$ cat src/rtl/twd_mul_trivial_if.sv
// rtl/twd_mul_trivial_if.sv - beat bus between a butterfly stage and the trivial-twiddle stage
// The stage is the slave; the upstream producer and downstream sink share the master view.
interface twd_mul_trivial_if #(
  parameter int WIDTH = 12,
  parameter int LANES = 16
);
  logic                         i_valid;
  logic                         i_sof;
  logic                         i_inverse;
  logic [LANES-1:0][WIDTH-1:0]  i_sum_re;
  logic [LANES-1:0][WIDTH-1:0]  i_sum_im;
  logic [LANES-1:0][WIDTH-1:0]  i_diff_re;
  logic [LANES-1:0][WIDTH-1:0]  i_diff_im;
  logic                         o_valid;
  logic [1:0]                   o_rot_idx;
  logic [LANES-1:0][WIDTH-1:0]  o_sum_re;
  logic [LANES-1:0][WIDTH-1:0]  o_sum_im;
  logic [LANES-1:0][WIDTH-1:0]  o_diff_re;
  logic [LANES-1:0][WIDTH-1:0]  o_diff_im;

  modport master (
    output i_valid, i_sof, i_inverse, i_sum_re, i_sum_im, i_diff_re, i_diff_im,
    input  o_valid, o_rot_idx, o_sum_re, o_sum_im, o_diff_re, o_diff_im
  );

  modport slave (
    input  i_valid, i_sof, i_inverse, i_sum_re, i_sum_im, i_diff_re, i_diff_im,
    output o_valid, o_rot_idx, o_sum_re, o_sum_im, o_diff_re, o_diff_im
  );
endinterface

$ cat src/rtl/twd_mul_trivial.sv
// rtl/twd_mul_trivial.sv - multiplier-free twiddle stage: diff path rotated by 1/-j/-1/+j, sum path registered
// One-cycle registered latency, no backpressure; rotation chosen by a beat counter restarted on sof.
module twd_mul_trivial #(
  parameter int WIDTH     = 12,
  parameter int LANES     = 16,
  parameter int CNT_W     = 4,
  parameter int ROT_SHIFT = 0,
  parameter int ROT_MODE  = 0,
  parameter int SATURATE  = 1
) (
  input  logic             clk,
  input  logic             rstn,
  twd_mul_trivial_if.slave bus
);

  localparam logic [WIDTH-1:0] MOST_NEG = {1'b1, {(WIDTH-1){1'b0}}};
  localparam logic [WIDTH-1:0] MOST_POS = {1'b0, {(WIDTH-1){1'b1}}};

  logic [CNT_W-1:0]            cnt;
  logic [CNT_W-1:0]            beat_cnt;
  logic [1:0]                  k_raw;
  logic [1:0]                  k;
  logic [LANES-1:0][WIDTH-1:0] rot_re;
  logic [LANES-1:0][WIDTH-1:0] rot_im;

  // A sof beat behaves as beat 0 regardless of where the counter was.
  assign beat_cnt = bus.i_sof ? '0 : cnt;

  generate
    if (ROT_MODE == 0) begin : g_two_point
      assign k_raw = {1'b0, beat_cnt[ROT_SHIFT]};
    end else begin : g_four_point
      assign k_raw = beat_cnt[ROT_SHIFT+1:ROT_SHIFT];
    end
  endgenerate

  // Inverse transform conjugates the twiddle: -j and +j swap, 1 and -1 are unchanged.
  assign k = (bus.i_inverse && k_raw[0]) ? (k_raw ^ 2'b10) : k_raw;

  function automatic logic [WIDTH-1:0] neg(input logic [WIDTH-1:0] x);
    if (SATURATE != 0 && x == MOST_NEG) begin
      return MOST_POS;
    end
    return -x;
  endfunction

  always_comb begin
    rot_re = '0;
    rot_im = '0;
    for (int l = 0; l < LANES; l++) begin
      case (k)
        2'd0: begin
          rot_re[l] = bus.i_diff_re[l];
          rot_im[l] = bus.i_diff_im[l];
        end
        2'd1: begin
          rot_re[l] = bus.i_diff_im[l];
          rot_im[l] = neg(bus.i_diff_re[l]);
        end
        2'd2: begin
          rot_re[l] = neg(bus.i_diff_re[l]);
          rot_im[l] = neg(bus.i_diff_im[l]);
        end
        default: begin
          rot_re[l] = neg(bus.i_diff_im[l]);
          rot_im[l] = bus.i_diff_re[l];
        end
      endcase
    end
  end

  always_ff @(posedge clk or negedge rstn) begin
    if (!rstn) begin
      cnt           <= '0;
      bus.o_valid   <= 1'b0;
      bus.o_rot_idx <= 2'd0;
      bus.o_sum_re  <= '0;
      bus.o_sum_im  <= '0;
      bus.o_diff_re <= '0;
      bus.o_diff_im <= '0;
    end else begin
      bus.o_valid <= bus.i_valid;
      if (bus.i_valid) begin
        cnt           <= beat_cnt + CNT_W'(1);
        bus.o_rot_idx <= k;
        bus.o_sum_re  <= bus.i_sum_re;
        bus.o_sum_im  <= bus.i_sum_im;
        bus.o_diff_re <= rot_re;
        bus.o_diff_im <= rot_im;
      end
    end
  end

endmodule

$ cat src/flat_wrapper.sv
// flat-port wrapper written by rule: the top's interface ports become plain ports
module twd_mul_trivial_flat 
#(
  parameter int WIDTH     = 12,
  parameter int LANES     = 16,
  parameter int CNT_W     = 4,
  parameter int ROT_SHIFT = 0,
  parameter int ROT_MODE  = 0,
  parameter int SATURATE  = 1
)
  (clk, rstn, bus_i_valid, bus_i_sof, bus_i_inverse, bus_i_sum_re, bus_i_sum_im, bus_i_diff_re, bus_i_diff_im, bus_o_valid, bus_o_rot_idx, bus_o_sum_re, bus_o_sum_im, bus_o_diff_re, bus_o_diff_im);
  twd_mul_trivial_if #(.WIDTH(WIDTH), .LANES(LANES)) bus_i ();
  input  logic clk;
  input  logic rstn;
  input wire logic [$bits(bus_i.i_valid)-1:0] bus_i_valid;
  input wire logic [$bits(bus_i.i_sof)-1:0] bus_i_sof;
  input wire logic [$bits(bus_i.i_inverse)-1:0] bus_i_inverse;
  input wire logic [$bits(bus_i.i_sum_re)-1:0] bus_i_sum_re;
  input wire logic [$bits(bus_i.i_sum_im)-1:0] bus_i_sum_im;
  input wire logic [$bits(bus_i.i_diff_re)-1:0] bus_i_diff_re;
  input wire logic [$bits(bus_i.i_diff_im)-1:0] bus_i_diff_im;
  output wire logic [$bits(bus_i.o_valid)-1:0] bus_o_valid;
  output wire logic [$bits(bus_i.o_rot_idx)-1:0] bus_o_rot_idx;
  output wire logic [$bits(bus_i.o_sum_re)-1:0] bus_o_sum_re;
  output wire logic [$bits(bus_i.o_sum_im)-1:0] bus_o_sum_im;
  output wire logic [$bits(bus_i.o_diff_re)-1:0] bus_o_diff_re;
  output wire logic [$bits(bus_i.o_diff_im)-1:0] bus_o_diff_im;
  assign bus_i.i_valid = bus_i_valid;
  assign bus_i.i_sof = bus_i_sof;
  assign bus_i.i_inverse = bus_i_inverse;
  assign bus_i.i_sum_re = bus_i_sum_re;
  assign bus_i.i_sum_im = bus_i_sum_im;
  assign bus_i.i_diff_re = bus_i_diff_re;
  assign bus_i.i_diff_im = bus_i_diff_im;
  assign bus_o_valid = bus_i.o_valid;
  assign bus_o_rot_idx = bus_i.o_rot_idx;
  assign bus_o_sum_re = bus_i.o_sum_re;
  assign bus_o_sum_im = bus_i.o_sum_im;
  assign bus_o_diff_re = bus_i.o_diff_re;
  assign bus_o_diff_im = bus_i.o_diff_im;
  twd_mul_trivial #(.WIDTH(WIDTH), .LANES(LANES), .CNT_W(CNT_W), .ROT_SHIFT(ROT_SHIFT), .ROT_MODE(ROT_MODE), .SATURATE(SATURATE)) u_core (.clk(clk), .rstn(rstn), .bus(bus_i));
endmodule
$ cat config.mk
export PLATFORM = sky130hd
export DESIGN_NAME = twd_mul_trivial_flat
export DESIGN_NICKNAME = d
export VERILOG_FILES = /design/src/rtl/twd_mul_trivial_if.sv /design/src/rtl/twd_mul_trivial.sv /design/src/flat_wrapper.sv
export SDC_FILE = /design/constraint.sdc
export NUM_CORES = 2
export LEC_CHECK = 0
export ABC_CLOCK_PERIOD_IN_PS = 2500
export CELL_PAD_IN_SITES_DETAIL_PLACEMENT = 0
export CELL_PAD_IN_SITES_GLOBAL_PLACEMENT = 1
export CORE_AREA = 2 2 609 611
export DETAILED_ROUTE_END_ITERATION = 10
export DIE_AREA = 0 0 611 613
export GPL_ROUTABILITY_DRIVEN = 0
export PLACE_DENSITY = 0.44
export SLEW_MARGIN = 15
export SYNTH_ARGS = -nofsm -noshare
export SYNTH_HDL_FRONTEND = slang
export SYNTH_SLANG_ARGS = --single-unit
$ cat constraint.sdc
create_clock -name clk -period 2.5 [get_ports clk]
set_input_delay 0.25 -clock clk [delete_from_list [all_inputs] [get_ports clk]]
set_output_delay 0.25 -clock clk [all_outputs]
set_load 0.005 [all_outputs]
==> results.sh <==
export IMPL_status="completed"
export IMPL_yosys_area_share_simple_pct=16.2
export IMPL_synth_warning_count=0
export IMPL_fin_crit_sh_pct=99.5
export IMPL_hold_class="in2reg"
export IMPL_cts_made_buffers=112
export IMPL_drc=0
export IMPL_place_hpwl_um=292000
export IMPL_busiest_layer="met2"
export IMPL_hold_viol=0
export IMPL_start_kind="flip-flop"
export IMPL_vias=47200
export IMPL_drv_cap=0
export IMPL_fin_util_pct=20.2
export IMPL_criticalPathCategory="reg2out"
export IMPL_drive_gt1_share_pct=18.1
export IMPL_io_pins=1544
export IMPL_seq_area_frac_synth_pct=46.3
export IMPL_synth_top_area_share_pct=46.3
export IMPL_final_common_cell="clkdlybuf4s50_1"
export IMPL_routed_wl_um=354000
export IMPL_ctsHtreeMaxLevel=3
export IMPL_total_leakage_power_nw=28.7
export IMPL_core_area_mm2=0.368
export IMPL_die_w_um=611
export IMPL_fin_total_pwr_mw=44.4
export IMPL_synth_seq_cells=772
export IMPL_cpLargestDelayFamily="flip-flops"
export IMPL_slowest_stage="dfrtp_1"
export IMPL_clk_pin_slew_worst_paths_ns=0.06
export IMPL_std_cell_rows=223
export IMPL_crit_buf_inv=1
export IMPL_vias_per_cell=4.07
export IMPL_maxSlewHeadroom_pct=39.7
export IMPL_setup_viol=0
export IMPL_nNetsFinal=7436
export IMPL_final_cell_mix="1503 x clkdlybuf4s50_1, 771 x dfrtp_1, 513 x buf_4"
export IMPL_dp_slack_ns=-0.286
export IMPL_mappedNetlistArea_mm2=0.0417
export IMPL_grt_use_met2_pct=28.3
export IMPL_critical_path_arrival_ns=2.24
export IMPL_crit_required_ns=2.25
export IMPL_grt_pass1_wl_um=460000
export IMPL_die_h_um=613
export IMPL_cts_root_buf="clkbuf_16"
export IMPL_synthCells=4397
export IMPL_worstMarginPinSlew_ns=0.904
export IMPL_synth_fa_ha_area_share_pct=0.961
export IMPL_ys_top_cells_by_area="dfrtp_1 46%, mux2_2 11%, nor2_1 4.5%"
export IMPL_synth_cell_types=80
export IMPL_grt_total_usage_pct=18.1
export IMPL_globalRouteMet3Util_pct=9.17
export IMPL_crit_chain="clkdlybuf4s50_1"
export IMPL_antenna_left=0
export IMPL_syn_avg_cell_area_um2=9.48
export IMPL_syn2layout_area_growth_pct=78.1
export IMPL_grt_max_degree=81
export IMPL_wl_per_cell_um=30.5
export IMPL_min_period_ns=2.49
export IMPL_fmax_mhz=402
export IMPL_drtPass1Iterations=5
export IMPL_cts_buffer_depth=4
export IMPL_fillCellCount=40500
export IMPL_clkLatencyLatePin_ns=0.90
export IMPL_max_stage_delay_ns=0.74
export IMPL_use_met1_pct=21.2
export IMPL_grt_pass1_vias=47400
export IMPL_cts_sink_count=772
export IMPL_rsz0062_at_grt="false"
export IMPL_syn_nets=5202
export IMPL_synthFlopType="dfrtp_1"
export IMPL_initial_utilization_pct=11.3
export IMPL_synth_edff_count=0
export IMPL_synthMuxAreaShare_pct=11.7
export IMPL_drv_slew=0
export IMPL_synth_compound_area_share_pct=18.4
export IMPL_ys_async_sr_fraction_pct=100
export IMPL_crit_path_end_kind="output port"
export IMPL_setup_ws_ns=0.0135
export IMPL_power_density_mw_per_mm2=598
export IMPL_yosys_area_share_xor_xnor_pct=2.63
export IMPL_ir_worst_vdd_mv=0.548
export IMPL_skew_ns=0.0690
export IMPL_path_max_fanout=2
export IMPL_die_area_mm2=0.375
export IMPL_synth_top_cell_by_area="dfrtp_1"
export IMPL_drt_iter0_drc=3590
export IMPL_numPortBuffers=1543
export IMPL_synth_top_family_by_area="compound AO/OA/AOI/OAI gates"
export IMPL_cts_tree="yes"
export IMPL_antenna_found_initial=175
export IMPL_grt_ovfl_total=0
==> path summary, 6_finish.rpt <==
kind | start | to | slack [ns] | depth (start not counted)
min in group asynchronous | rstn | u_core.bus.o_diff_im[190] | 0.09 | 2
worst max-delay path | u_core.bus.o_sum_re[2] | bus_o_sum_re[2] | 0.01 | 1
worst min register to register | u_core.bus.o_diff_re[99] | u_core.bus.o_diff_re[99] | 0.49 | 1
worst max register to register | u_core.cnt[0] | u_core.bus.o_diff_re[9] | 0.30 | 6
max in group asynchronous | rstn | u_core.bus.o_sum_im[92] | 1.35 | 3
worst min-delay path | bus_i_sum_re[119] | u_core.bus.o_sum_re[119] | 0.07 | 2
==> synthesized netlist by cell type, drive strengths merged, types with 13 or more instances <==
cell type	n
dfrtp	772
nor2	505
mux2	395
a21oi	355
o21ai	325
clkbuf	282
nand2	282
a31oi	195
and3	118
inv	109
nor3	95
xnor2	93
nand3	75
nor4	70
a221oi	58
o31ai	43
o211ai	42
or4	42
mux2i	41
ha	32
xor2	32
buf	29
or3	28
nand2b	25
o311ai	25
nor3b	23
a41oi	20
nor2b	20
a211oi	17
nand4	17
nor4b	15
o21a	15
a21o	13
o22ai	13
==> stage by stage <==
stage	setup TNS (ns)	hold WS [ns]	cell area, um^2	cells
finish	0	0.0730	74200	11600
global route	0	0.0267	74200	11600
CTS	0	0.00228	74100	11600
detailed placement	-4.65	0.362	67300	11000
global placement	-5.92	0.365	67300	11000
floorplan	0	-0.0456	41700	4397
==> power by group <==
| group | internal (mW) | leakage [nW] | switching [mW] |
|---|---|---|---|
| logic | 6.08 | 18.0 | 6.40 |
| clock network | 9.56 | 1.78 | 7.08 |
| registers | 14.0 | 8.91 | 1.32 |
| total | 29.6 | 28.7 | 14.8 |
==> state kept, by name, summed over array words and instances (netlist names) <==
signal                flops
u_core.cnt                1
u_core.bus.o_diff_im    192
u_core.bus.o_diff_re    192
u_core.bus.o_rot_idx      2
u_core.bus.o_sum_re     192
u_core.bus.o_sum_im     192
u_core.bus.o_valid        1
==> layout make-up <==
class / count / area (um^2) / share of cell area (%)
repair buffers: 2431 / 23800 / 32.1
multi-input cells: 3204 / 20800 / 28.1
flip-flops and latches: 772 / 19300 / 26.0
well taps: 4837 / 6050 / 8.15
clock buffers: 169 / 3260 / 4.39
inverters: 110 / 425 / 0.573
clock inverters: 29 / 385 / 0.519
diodes: 53 / 133 / 0.179
==> per-layer routing <==
| layer | vias to the layer above | part of all wire, % |
|---|---|---|
| li1 | 20700 | - |
| met1 | 23800 | 39 |
| met2 | 2092 | 45 |
| met3 | 525 | 12 |
| met4 | 36 | 3.5 |
| met5 | - | 0.062 |
==> repair_timing <==
action,4_1_cts,5_1_grt
gates resized for setup,14,9
buffers inserted,0,0
endpoints found under the setup margin,14,9
hold endpoints to repair,628,0
hold buffers,317,0
==> logic make-up (layout without fill, tap and decap cells) <==
kind of cell | after synthesis | after routing
AO/OA/AOI/OAI | 1243 | 1243
XOR/XNOR | 125 | 125
adder cells (fa/ha/maj) | 32 | 32
buffers and inverters | 421 | 2739
flip-flops | 772 | 772
multiplexers | 436 | 436
other | 0 | 53
AND/OR/NAND/NOR | 1368 | 1368
Power figures use the tool's default switching activity.
